### config.mk
export PLATFORM = sky130hd
export DESIGN_NAME = count_step_controller
export DESIGN_NICKNAME = d
export VERILOG_FILES = /design/src/rtl/count_step_pkg.sv /design/src/rtl/button_debounce.sv /design/src/rtl/count_step_controller.sv
export SDC_FILE = /design/constraint.sdc
export NUM_CORES = 1
export LEC_CHECK = 0
export CAP_MARGIN = 15
export CORE_AREA = 2 2 133 83
export CTS_BUF_LIST = sky130_fd_sc_hd__clkbuf_8
export CTS_CLUSTER_SIZE = 40
export DETAILED_ROUTE_END_ITERATION = 7
export DIE_AREA = 0 0 135 85
export SETUP_SLACK_MARGIN = 0.4
export SLEW_MARGIN = 10
export SYNTH_ARGS = -nofsm -noshare
export SYNTH_HDL_FRONTEND = slang
export SYNTH_HIERARCHICAL = 1
export SYNTH_SLANG_ARGS = --single-unit
### constraint.sdc
create_clock -name clock -period 5 [get_ports clock]
set_clock_uncertainty 0.2 [all_clocks]
set_input_delay 0.75 -clock clock [delete_from_list [all_inputs] [get_ports clock]]
set_output_delay 0.75 -clock clock [all_outputs]
set_load 0.1 [all_outputs]
### src/rtl/count_step_pkg.sv
// Shared types and constants for the push-button step controller.
package count_step_pkg;

    typedef enum logic [1:0] {
        IDLE    = 2'd0,
        DELAY   = 2'd1,
        REPEAT  = 2'd2,
        LOCKOUT = 2'd3
    } step_state_t;

    localparam int SYNC_STAGES = 2;

    function automatic int max_of(input int a, input int b);
        return (a > b) ? a : b;
    endfunction

endpackage

### src/rtl/button_debounce.sv
// Two-flop synchroniser followed by a stability counter; the debounced level
// flips only after the synchronised input disagrees with it for DEBOUNCE_CYCLES cycles.
module button_debounce
    import count_step_pkg::*;
#(
    parameter int DEBOUNCE_CYCLES = 1000000
) (
    input  logic clock,
    input  logic reset,
    input  logic btn_i,
    output logic level_o
);

    localparam int CW = $clog2(DEBOUNCE_CYCLES + 1);
    localparam logic [CW-1:0] CNT_LAST = CW'(DEBOUNCE_CYCLES - 1);

    logic [SYNC_STAGES-1:0] sync_q;
    logic [CW-1:0]          cnt_q, cnt_d;
    logic                   level_q, level_d;
    logic                   synced;

    assign synced = sync_q[SYNC_STAGES-1];

    always_ff @(posedge clock) begin
        if (reset) begin
            sync_q  <= '0;
            cnt_q   <= '0;
            level_q <= 1'b0;
        end else begin
            sync_q  <= {sync_q[SYNC_STAGES-2:0], btn_i};
            cnt_q   <= cnt_d;
            level_q <= level_d;
        end
    end

    // The count holds the number of disagreeing cycles already seen, so the
    // flip happens on the DEBOUNCE_CYCLES-th one.
    always_comb begin
        cnt_d   = '0;
        level_d = level_q;
        if (synced != level_q) begin
            if (cnt_q == CNT_LAST) begin
                level_d = ~level_q;
                cnt_d   = '0;
            end else begin
                cnt_d = cnt_q + CW'(1);
            end
        end
    end

    assign level_o = level_q;

endmodule

### src/rtl/count_step_controller.sv
// Arbitrates the two debounced buttons into single-cycle step pulses with a
// direction, including delayed auto-repeat while a button is held.
module count_step_controller
    import count_step_pkg::*;
#(
    parameter int DEBOUNCE_CYCLES = 1000000,
    parameter int REPEAT_DELAY    = 25000000,
    parameter int REPEAT_PERIOD   = 5000000
) (
    input  logic        clock,
    input  logic        reset,
    input  logic        btn_up,
    input  logic        btn_down,
    input  logic        repeat_en,
    output logic        step,
    output logic        decrement,
    output logic        busy,
    output step_state_t state_dbg
);

    localparam int TMAX = max_of(REPEAT_DELAY, REPEAT_PERIOD);
    localparam int TW   = (TMAX > 1) ? $clog2(TMAX) : 1;
    localparam logic [TW-1:0] DELAY_LOAD  = TW'(REPEAT_DELAY - 1);
    localparam logic [TW-1:0] PERIOD_LOAD = TW'(REPEAT_PERIOD - 1);

    logic up_lvl, down_lvl;

    button_debounce #(.DEBOUNCE_CYCLES(DEBOUNCE_CYCLES)) u_db_up (
        .clock   (clock),
        .reset   (reset),
        .btn_i   (btn_up),
        .level_o (up_lvl)
    );

    button_debounce #(.DEBOUNCE_CYCLES(DEBOUNCE_CYCLES)) u_db_down (
        .clock   (clock),
        .reset   (reset),
        .btn_i   (btn_down),
        .level_o (down_lvl)
    );

    step_state_t   state_q, state_d;
    logic [TW-1:0] timer_q, timer_d;
    logic          step_q, step_d;
    logic          dec_q, dec_d;
    logic          busy_q, busy_d;
    logic          act_lvl, oth_lvl, timer_zero;

    always_ff @(posedge clock) begin
        if (reset) begin
            state_q <= IDLE;
            timer_q <= '0;
            step_q  <= 1'b0;
            dec_q   <= 1'b0;
            busy_q  <= 1'b0;
        end else begin
            state_q <= state_d;
            timer_q <= timer_d;
            step_q  <= step_d;
            dec_q   <= dec_d;
            busy_q  <= busy_d;
        end
    end

    // While a button is held, the registered direction identifies which one is active.
    assign act_lvl    = dec_q ? down_lvl : up_lvl;
    assign oth_lvl    = dec_q ? up_lvl : down_lvl;
    assign timer_zero = (timer_q == '0);

    always_comb begin
        state_d = state_q;
        timer_d = timer_q;
        step_d  = 1'b0;
        dec_d   = dec_q;
        case (state_q)
            IDLE: begin
                if (up_lvl && down_lvl) begin
                    state_d = LOCKOUT;
                end else if (up_lvl || down_lvl) begin
                    step_d  = 1'b1;
                    dec_d   = down_lvl;
                    timer_d = DELAY_LOAD;
                    state_d = DELAY;
                end
            end
            DELAY, REPEAT: begin
                if (!act_lvl) begin
                    state_d = IDLE;
                end else if (oth_lvl) begin
                    state_d = LOCKOUT;
                end else if (!repeat_en) begin
                    // Timer keeps running so re-enabling repeat resumes on schedule.
                    state_d = DELAY;
                    if (!timer_zero) timer_d = timer_q - TW'(1);
                end else if (timer_zero) begin
                    step_d  = 1'b1;
                    timer_d = PERIOD_LOAD;
                    state_d = REPEAT;
                end else begin
                    timer_d = timer_q - TW'(1);
                end
            end
            LOCKOUT: begin
                if (!up_lvl && !down_lvl) state_d = IDLE;
            end
            default: state_d = IDLE;
        endcase
        busy_d = (state_d != IDLE);
    end

    assign step      = step_q;
    assign decrement = dec_q;
    assign busy      = busy_q;
    assign state_dbg = state_q;

endmodule

==> implementation parameters <==
Parameter                              Value

Outcome
  Run status ... complete, no violations

Yosys
  Cell count after synthesis ... 481
  Synthesized-area fraction occupied by and/or/nand/nor cells ... 0.320
  Fraction of synthesized cell area in xor and xnor cells ... 0.0612
  Async set-reset flop share out of synthesis ... 0
  Area fraction in compound gates after synthesis ... 0.166
  Flip-flop and latch count after synthesis ... 76
  Post-synthesis cell area ... 4010 um^2
  Number of warnings reported in the yosys synthesis log ... 6
  Primary flip-flop cell chosen by synthesis mapping ... sky130_fd_sc_hd__dfxtp_1
  Post-synthesis mux area share ... 0.00281
  Fraction of the yosys area taken by sequential cells ... 0.380
  Adder-cell share of the synthesized area ... 0.0250
  Number of distinct library cells after synthesis ... 63
  Syn_nets ... 494
  Post-synthesis area per instance ... 8.33 um^2
  Largest family of logic cells by synthesized area ... simple AND/OR/NAND/NOR gates
  Number of synthesized flops with an enable pin ... 0

Detailed routing
  Routed length on met1 ... 5.06 mm
  Met2 WL ... 3.88 mm
  Routed via count divided by cell count ... 5.75
  Iteration-0 DRC Markers ... 347
  Antenna Nets Post-Route ... 0
  Detailed Route WL ... 9.73 mm
  Top routing layer used ... met4
  Routed wl met3 ... 684 um
  Vias post-DR ... 3621
  Post-detailed-route DRC marker count ... 0
  Per-cell routed wire length ... 15.4 um
  First drt pass iteration count ... 5

Die
  Top-Level Pins ... 10
  FP Rows ... 29
  Core area ... 10300 um^2
  Overall die width ... 135 um
  Die Ht ... 85 um
  Total die area ... 11500 um^2
  Starting utilization of the core area ... 0.389

Clock tree
  Post-CTS Setup Inserts ... 0
  Worst skew pair latency ... 0.37 ns
  TritonCTS clock tree ... built
  Sinks on Clock Net ... 76
  Cell at the root of the clock tree ... sky130_fd_sc_hd__clkbuf_8
  Max H-tree Level ... 3
  Post-CTS Hold Fix Bufs ... 0
  Total of cells resized after clock tree synthesis ... 0
  Clock buffer count from CTS ... 9
  Clock-pin slew of the registers on the worst-case setup and hold paths ... 0.08 ns
  Maximum buffer depth of the clock tree ... 2

Cells and area
  Antenna cell count ... 0
  # nets final ... 499
  Fraction of the core area covered by cells at the end of the flow ... 0.428
  Share of cells above drive strength 1 ... 0.0916
  Area added between synthesis and finish ... 10.1%
  Fill count ... 1034

Timing
  Part of the cycle the worst path needs ... 0.640
  Hold Fails Final Rpt ... 0
  Highest clock frequency the design can meet ... 313 MHz
  Worst rel slew slack ... 0.329
  Final-report setup violation count ... 0
  Post-route setup TNS ... 0 ns
  Number of slew-limit violations in the final report ... 0
  Worst slew pin tran ... 1.00 ns
  RSZ-0062 raised after global routing ... false
  Worst hold slack ... 0.242 ns
  Minimum clock period after layout ... 3.20 ns

Setup path
  Critical Path End Type ... register
  Worst setup path category ... register to register
  Maximum fanout along the worst path ... 12
  Critical Path AT ... 3.21 ns
  Category of the worst setup path launch point ... register
  Worst-case reg-to-reg path depth ... 5
  Data required, critical path ... 5.01 ns

Flow run
  Number of violations of the max-capacitance limit ... 0

Pwr
  Leakage power ... 1.43 nW
  Peak supply drop ... 0.000110 V
  P per Cell Area ... 265 nW/um^2

Global routing
  Pin count of the biggest net entering global routing ... 27
  Vias in the first global route ... 3283
  Global-route wire length before repair ... 16.2 mm
  Gr ovfl total ... 0
  All-Layer GR Usage ... 0.179
  Antenna violations before repair ... 0

Placed design
  Placed wire-length estimate after detailed placement ... 6.96 mm
  Gp weighted congestion ... 0.881
  Input/output buffers ... 9

Worst hold path
  Worst hold path stage count ... 1
  Hold crit path type ... register to register
cell usage after synthesis, drive strengths merged (11+ instances only):
cell	count	area share
nand4	17	0.030
a21oi	27	0.034
or3	16	0.027
o31ai	11	0.022
nand2	26	0.024
nor4	18	0.033
or4	12	0.024
inv	23	0.022
dfxtp	76	0.38
nand3	24	0.030
nor3	27	0.036
nor2	45	0.042
xnor2	18	0.039
o21ai	24	0.031
final timing paths:
kind / start / endpoint / slack [ns]
max: timer_q[14] / timer_q[7] / 1.80
min: u_db_up/sync_q[0] / u_db_up/sync_q[1] / 0.24
max reg2reg: timer_q[14] / timer_q[7] / 1.80
min reg2reg: u_db_up/sync_q[0] / u_db_up/sync_q[1] / 0.24
flip-flops by register name (all words and copies together), names as in the netlist:
register / cells
u_db_down/sync_q: 2
busy: 1
timer_q: 25
u_db_up/sync_q: 2
u_db_down/cnt_q: 20
step: 1
u_db_up/level_o: 1
u_db_up/cnt_q: 20
state_dbg: 2
decrement: 1
u_db_down/level_o: 1
per-layer routing:
metal | vias to the layer above | track usage
met3 | 13 | 0.0508
met2 | 124 | 0.247
met1 | 1693 | 0.267
li1 | 1791 | -
met4 | 0 | 0.0540
met5 | - | 0
through the flow:
step | instances | instance area, um^2 | power, W | setup slack, ns
3_3_place_gp | 614 | 4210 | 0.000700 | 1.88
2_1_floorplan | 481 | 4010 | 0.000679 | 1.74
5_1_grt | 630 | 4410 | 0.00122 | 1.58
4_1_cts | 630 | 4410 | 0.00118 | 1.95
6_report | 630 | 4410 | 0.00117 | 1.80
3_5_place_dp | 614 | 4210 | 0.000701 | 1.82
cell type report:
type	count	area [um^2]	share of cell area
multi-input combinational	363	2310	0.523
sequential	76	1520	0.345
tap	139	174	0.0394
clock buffer	9	124	0.0281
timing repair buffer	13	120	0.0272
inverter	23	86.3	0.0196
clock inverter	7	76.3	0.0173
worst max-delay path: stages, from the launching register on:
cell and delay, ns:
sky130_fd_sc_hd__dfxtp_1 0.36, sky130_fd_sc_hd__nor4_1 0.79, sky130_fd_sc_hd__nand4_1 0.50, sky130_fd_sc_hd__nor4_2 0.92
sky130_fd_sc_hd__or4_1 0.21, sky130_fd_sc_hd__a21oi_1 0.06
layout by cell type, fill, tap and decap left out, types with 15 or more instances in the layout:
cell type                 instances
sky130_fd_sc_hd__nand2_1         26
sky130_fd_sc_hd__inv_1           23
sky130_fd_sc_hd__nor2_1          45
sky130_fd_sc_hd__o21ai_0         20
sky130_fd_sc_hd__a21oi_1         27
sky130_fd_sc_hd__nor3_1          25
sky130_fd_sc_hd__nand3_1         24
sky130_fd_sc_hd__xnor2_1         18
sky130_fd_sc_hd__dfxtp_1         76
sky130_fd_sc_hd__nand4_1         15
sky130_fd_sc_hd__nor4_1          16
power by group:
part / internal, W / switching (W)
combinational: 0.0000235 / 0.0000514
clock: 0.000233 / 0.000250
sequential: 0.000609 / 0.00000320
total: 0.000865 / 0.000304
cell families after synthesis:
logic type,count (synthesis)
buffers and inverters,42
AOI/OAI and AO/OA,101
DFF,76
xor gates and xnor gates,28
and+or+nand+nor,225
muxes,1
adders and majority gates,8
Note: power is estimated with default switching activity, not from simulation.
